===== src/rtl/parity_frame_tx.sv =====
// parity_frame_tx
// Serial parity frame transmitter. A parallel WIDTH-bit word is shifted out
// LSB first while `frame` is high. One parity bit follows, with `par_valid`
// and `done` asserted. That bit is the XOR of all data bits, so it is 1 when
// the word holds an odd count of ones.
//
// Optional feature: define PARITY_FRAME_TX_SKID_EN to add a one-word holding
// register. With it, a second word can be accepted while a frame is in flight,
// and frames stream back-to-back with a single low `frame` cycle between them.
//
// Timing note: the internal state register runs one cycle ahead of the
// registered outputs. The outputs driven at an edge are decided by the state
// that was current before that edge. Because of this, a load accepted at
// edge k shows its first bit at edge k+1, and `ready` can be decoded from the
// leading state without any combinational path to the outputs.

module parity_frame_tx #(
    parameter int WIDTH = 64
) (
    input  logic             clock,
    input  logic             reset,
    input  logic             load,
    input  logic [WIDTH-1:0] data_in,
    output logic             ready,
    output logic             frame,
    output logic             bit_out,
    output logic             par_valid,
    output logic             done
);

    localparam int CW = (WIDTH > 1) ? $clog2(WIDTH) : 1;
    localparam logic [CW-1:0] LAST_BIT = CW'(WIDTH - 1);

    typedef enum logic [1:0] {
        IDLE   = 2'd0,
        DATA   = 2'd1,
        PARITY = 2'd2
    } state_t;

    state_t           state;
    logic [WIDTH-1:0] shift;
    logic [CW-1:0]    cnt;
    logic             acc;

    // A word is taken only when the registered ready was high this cycle.
    logic accept;
    assign accept = load & ready;

`ifdef PARITY_FRAME_TX_SKID_EN
    logic [WIDTH-1:0] hold;
    logic             hold_full;

    // Frame sequencer with skid buffer: shift-out, parity append, and the
    // holding register that lets the next word start right after parity.
    always_ff @(posedge clock) begin
        if (reset) begin
            state     <= IDLE;
            shift     <= '0;
            cnt       <= '0;
            acc       <= 1'b0;
            hold      <= '0;
            hold_full <= 1'b0;
            ready     <= 1'b0;
            frame     <= 1'b0;
            bit_out   <= 1'b0;
            par_valid <= 1'b0;
            done      <= 1'b0;
        end else begin
            frame     <= 1'b0;
            bit_out   <= 1'b0;
            par_valid <= 1'b0;
            done      <= 1'b0;
            case (state)
                IDLE: begin
                    // The holding register is always empty here: it drains
                    // in PARITY. So an accepted word goes straight to shift.
                    ready <= 1'b1;
                    if (accept) begin
                        shift <= data_in;
                        cnt   <= '0;
                        acc   <= 1'b0;
                        state <= DATA;
                    end
                end
                DATA: begin
                    frame   <= 1'b1;
                    bit_out <= shift[0];
                    shift   <= shift >> 1;
                    acc     <= acc ^ shift[0];
                    cnt     <= cnt + 1'b1;
                    if (cnt == LAST_BIT)
                        state <= PARITY;
                    if (accept) begin
                        hold      <= data_in;
                        hold_full <= 1'b1;
                        ready     <= 1'b0;
                    end else begin
                        ready     <= ~hold_full;
                    end
                end
                PARITY: begin
                    par_valid <= 1'b1;
                    done      <= 1'b1;
                    bit_out   <= acc;
                    ready     <= 1'b1;
                    state     <= IDLE;
                    // A pending word starts immediately. Only one parity
                    // cycle separates the frames.
                    if (hold_full) begin
                        shift     <= hold;
                        hold_full <= 1'b0;
                        cnt       <= '0;
                        acc       <= 1'b0;
                        state     <= DATA;
                    end else if (accept) begin
                        shift <= data_in;
                        cnt   <= '0;
                        acc   <= 1'b0;
                        state <= DATA;
                    end
                end
                default: begin
                    ready <= 1'b0;
                    state <= IDLE;
                end
            endcase
        end
    end
`else
    // Frame sequencer: load, WIDTH data cycles, one parity cycle, back to idle.
    always_ff @(posedge clock) begin
        if (reset) begin
            state     <= IDLE;
            shift     <= '0;
            cnt       <= '0;
            acc       <= 1'b0;
            ready     <= 1'b0;
            frame     <= 1'b0;
            bit_out   <= 1'b0;
            par_valid <= 1'b0;
            done      <= 1'b0;
        end else begin
            frame     <= 1'b0;
            bit_out   <= 1'b0;
            par_valid <= 1'b0;
            done      <= 1'b0;
            case (state)
                IDLE: begin
                    ready <= ~accept;
                    if (accept) begin
                        shift <= data_in;
                        cnt   <= '0;
                        acc   <= 1'b0;
                        state <= DATA;
                    end
                end
                DATA: begin
                    // Loads arriving here are dropped; ready is low.
                    ready   <= 1'b0;
                    frame   <= 1'b1;
                    bit_out <= shift[0];
                    shift   <= shift >> 1;
                    acc     <= acc ^ shift[0];
                    cnt     <= cnt + 1'b1;
                    if (cnt == LAST_BIT)
                        state <= PARITY;
                end
                PARITY: begin
                    // The state is already IDLE after this edge, so ready
                    // rises together with the parity output cycle.
                    par_valid <= 1'b1;
                    done      <= 1'b1;
                    bit_out   <= acc;
                    ready     <= 1'b1;
                    state     <= IDLE;
                end
                default: begin
                    ready <= 1'b0;
                    state <= IDLE;
                end
            endcase
        end
    end
`endif

endmodule


===== config.mk =====
export PLATFORM = sky130hd
export DESIGN_NAME = parity_frame_tx
export DESIGN_NICKNAME = d
export VERILOG_FILES = /design/src/rtl/parity_frame_tx.sv
export SDC_FILE = /design/constraint.sdc
export NUM_CORES = 1
export LEC_CHECK = 0
export ABC_AREA = 1
export CORE_MARGIN = 2
export CORE_UTILIZATION = 52
export CTS_CLUSTER_SIZE = 25
export DETAILED_ROUTE_END_ITERATION = 10
export GPL_TIMING_DRIVEN = 1
export PLACE_DENSITY = 0.89
export SYNTH_ARGS = -nofsm -noshare
export SYNTH_HDL_FRONTEND = slang
export SYNTH_SLANG_ARGS = --single-unit

===== constraint.sdc =====
create_clock -name clock -period 1.75 [get_ports clock]
set_input_delay 0.175 -clock clock [delete_from_list [all_inputs] [get_ports clock]]
set_output_delay 0.175 -clock clock [all_outputs]
set_load 0.05 [all_outputs]

==> flow_metrics.py <==
metrics = {
    "layout": {
        "layout-drive-gt1-share_pct": 5.47,
        "area_delta_synth_final_pct": 25.2,
        "n_antenna_cell": 0,
        "fin_nets": 708,
    },
    "logic_synthesis": {
        "async_reset_ff_share_pct": 0,
        "synthMuxAreaShare_pct": 0,
        "synth-compound-area-share_pct": 9.78,
        "ys_ff_latch": 77,
        "synth_ff_type": "dfxtp_1",
        "ys_seq_area_share_pct": 41.4,
        "synthesis.instances": 581,
        "synth_edf_count": 0,
        "yosys.area_share.simple_pct": 38.0,
        "synth_warnings": 0,
        "syn_area_um2": 3720,
        "synth_fa_ha_area_share_pct": 2.02,
        "synth_top_family_by_area": "simple AND/OR/NAND/NOR gates",
        "syn_avg_cell_area_um2": 6.41,
        "ys_types": 19,
        "synth_xor_area_share_pct": 0,
        "synth_nets": 654,
    },
    "sta": {
        "period_share_pct": 95.1,
        "finalMaxSlewViolations": 0,
        "skew_ns": 0.00840,
        "worst_pin_slew_ns": 0.516,
        "hold_viol": 0,
        "fmax_mhz": 601,
        "tns_ns": 0,
        "setup_viol": 0,
        "rsz0062_at_grt": "no",
        "min_period_ns": 1.66,
        "relSlewSlack_pct": 65.5,
    },
    "clock_tree": {
        "clock_path_buffers": 2,
        "clock_latency_ns": 0.35,
        "path_clk_slew_ns": 0.08,
        "cts_tree": "yes",
        "cts.repair.resized": 0,
        "clock_tree.root_cell": "clkbuf_8",
        "postCtsSetupBuffers": 0,
        "cts_max_level": 3,
        "clkSinkCount": 77,
        "numCtsBuffers": 9,
        "postCtsHoldBufs": 0,
    },
    "place": {
        "gp_congestion": 0.857,
        "numPortBuffers": 71,
        "post-dp-hpwl_um": 5500,
    },
    "die": {
        "die_area_um2": 7850,
        "start_util_pct": 54.2,
        "ioPinCount": 72,
        "fp.dieH_um": 88.6,
        "core_area_um2": 6870,
        "row_count": 30,
        "die_w_um": 88.6,
    },
    "global_route": {
        "met3_usage_pct": 3.45,
        "grt_max_degree": 69,
        "grt_overflow": 0,
        "first_global_vias": 3422,
        "grt_pass1_wl_um": 13900,
        "antenna_found_initial": 0,
        "grt_use_met2_pct": 38.3,
        "met1_usage_pct": 26.6,
        "busiest_layer": "met2",
        "grt_usage_pct": 22.1,
    },
    "power_and_ir_drop": {
        "p_leak_nw": 2.25,
        "power.density_nw_per_um2": 1450,
        "irDropWorstVdd_mv": 0.866,
        "p_total_w": 0.00677,
    },
    "hold_path": {
        "hold_class": "input port to flop",
    },
    "detailed_routing": {
        "drtIter0Drc": 268,
        "final_antenna_net_count": 0,
        "detail_route.wl_per_cell_um": 11.3,
        "vias": 3654,
        "drcViolationCount": 0,
        "drt_pre_antenna_iters": 5,
        "routed_via_density": 4.96,
        "finalWirelength_um": 8290,
    },
    "run_status": {
        "status": "finished clean",
    },
    "setup_path": {
        "endpoint_kind": "output pin",
        "arrival_ns": 1.49,
        "path_cells": "clkdlybuf4s50_1",
        "cp.required_ns": 1.57,
        "slowest_delay_ns": 0.80,
        "critPathKind": "flop to output pin",
        "cp_max_fo": 2,
        "path_delay_family": "buffers and inverters",
        "cp_slowest_cell": "clkdlybuf4s50_1",
        "crit_buf_inv": 1,
        "worstSetupStartpointType": "flop",
    },
    "flow_run": {
        "drv_cap": 0,
    },
}
==> Yosys cell counts (2+ instances only) <==
| master | number | area, um2 |
|---|---|---|
| buf_4 | 13 | 97.6 |
| ha_1 | 6 | 75.1 |
| inv_1 | 14 | 52.6 |
| buf_2 | 12 | 60.1 |
| dfxtp_1 | 77 | 1540 |
| o21ai_0 | 62 | 310 |
| a21oi_1 | 4 | 20.0 |
| nor2_1 | 142 | 533 |
| nand2_1 | 215 | 807 |
| nand3_1 | 10 | 50.1 |
| o21ai_1 | 5 | 25.0 |
| inv_2 | 3 | 11.3 |
| buf_6 | 7 | 78.8 |
| clkbuf_2 | 2 | 10.0 |
| clkbuf_1 | 5 | 18.8 |
==> cell type report <==
class / count / area, um2
Clock buffer: 9 / 124
Clock inverter: 7 / 73.8
Fill cell: 553 / 2210
Inverter: 17 / 63.8
Multi-Input combinational cell: 448 / 1860
Sequential cell: 77 / 1540
Tap cell: 96 / 120
Timing Repair Buffer: 82 / 882
==> final timing paths <==
check | from | to | cells past startpoint | slack [ns]
setup / recovery | done | par_valid | 1 | 0.09
hold / removal | data_in[63] | shift[63] | 3 | 0.43
setup reg to reg | state[1] | cnt[4] | 10 | 0.19
hold reg to reg | cnt[2] | cnt[2] | 2 | 0.50
==> layer usage <==
metal	wire length, um	share of wire (%)
met2	4060	49
met4	134	1.6
met5	0	0
met1	3670	44
met3	424	5.1
==> registers in the layout, indices dropped and copies added, names as in the netlist <==
name	cells
acc	1
bit_out	1
cnt	6
done	1
frame	1
ready	1
shift	64
state	2
==> where the power goes <==
part | switching [W] | total (W) | internal, W
registers | 0.000293 | 0.00263 | 0.00233
logic | 0.00177 | 0.00280 | 0.00103
clock network | 0.000679 | 0.00134 | 0.000666
==> cells in the final DEF, fill, tap and decap left out, drive strengths merged <==
cell type	instances
nand2	216
nor2	142
dfxtp	77
clkdlybuf4s50	70
o21ai	67
inv	19
buf	11
nand3	10
clkbuf	9
ha	6
a21oi	5
clkinv	3
nand3b	1
nand4	1
clkinvlp	1
bufinv	1
dlymetal6s2s	1
==> worst register-to-register path: cells and delay by family (launching register included) <==
kind                       cells  cell delay (ns)
DFF                            1             0.36
buffers and inverters          4             0.48
and+or+nand+nor                5             0.43
adders and majority gates      1             0.24
==> per-stage QoR <==
step	util (%)	cell area (um2)	hold WS (ns)	setup slack, ns	instances
final	67.9	4660	0.430	0.0866	736
after global routing	67.9	4660	0.451	0.0439	736
after CTS	67.7	4650	0.430	0.0277	736
after detailed placement	64.8	4450	0.479	0.0451	720
after global placement	64.8	4450	0.461	0.190	720
after floorplan	-	3720	0.336	0.325	581
==> kinds of logic after synthesis <==
kind of cell | after synthesis
fa+ha+maj | 6
flops | 77
buf+inv | 56
compound gates | 72
simple gates | 370
Note: power is estimated with default switching activity, not from simulation.
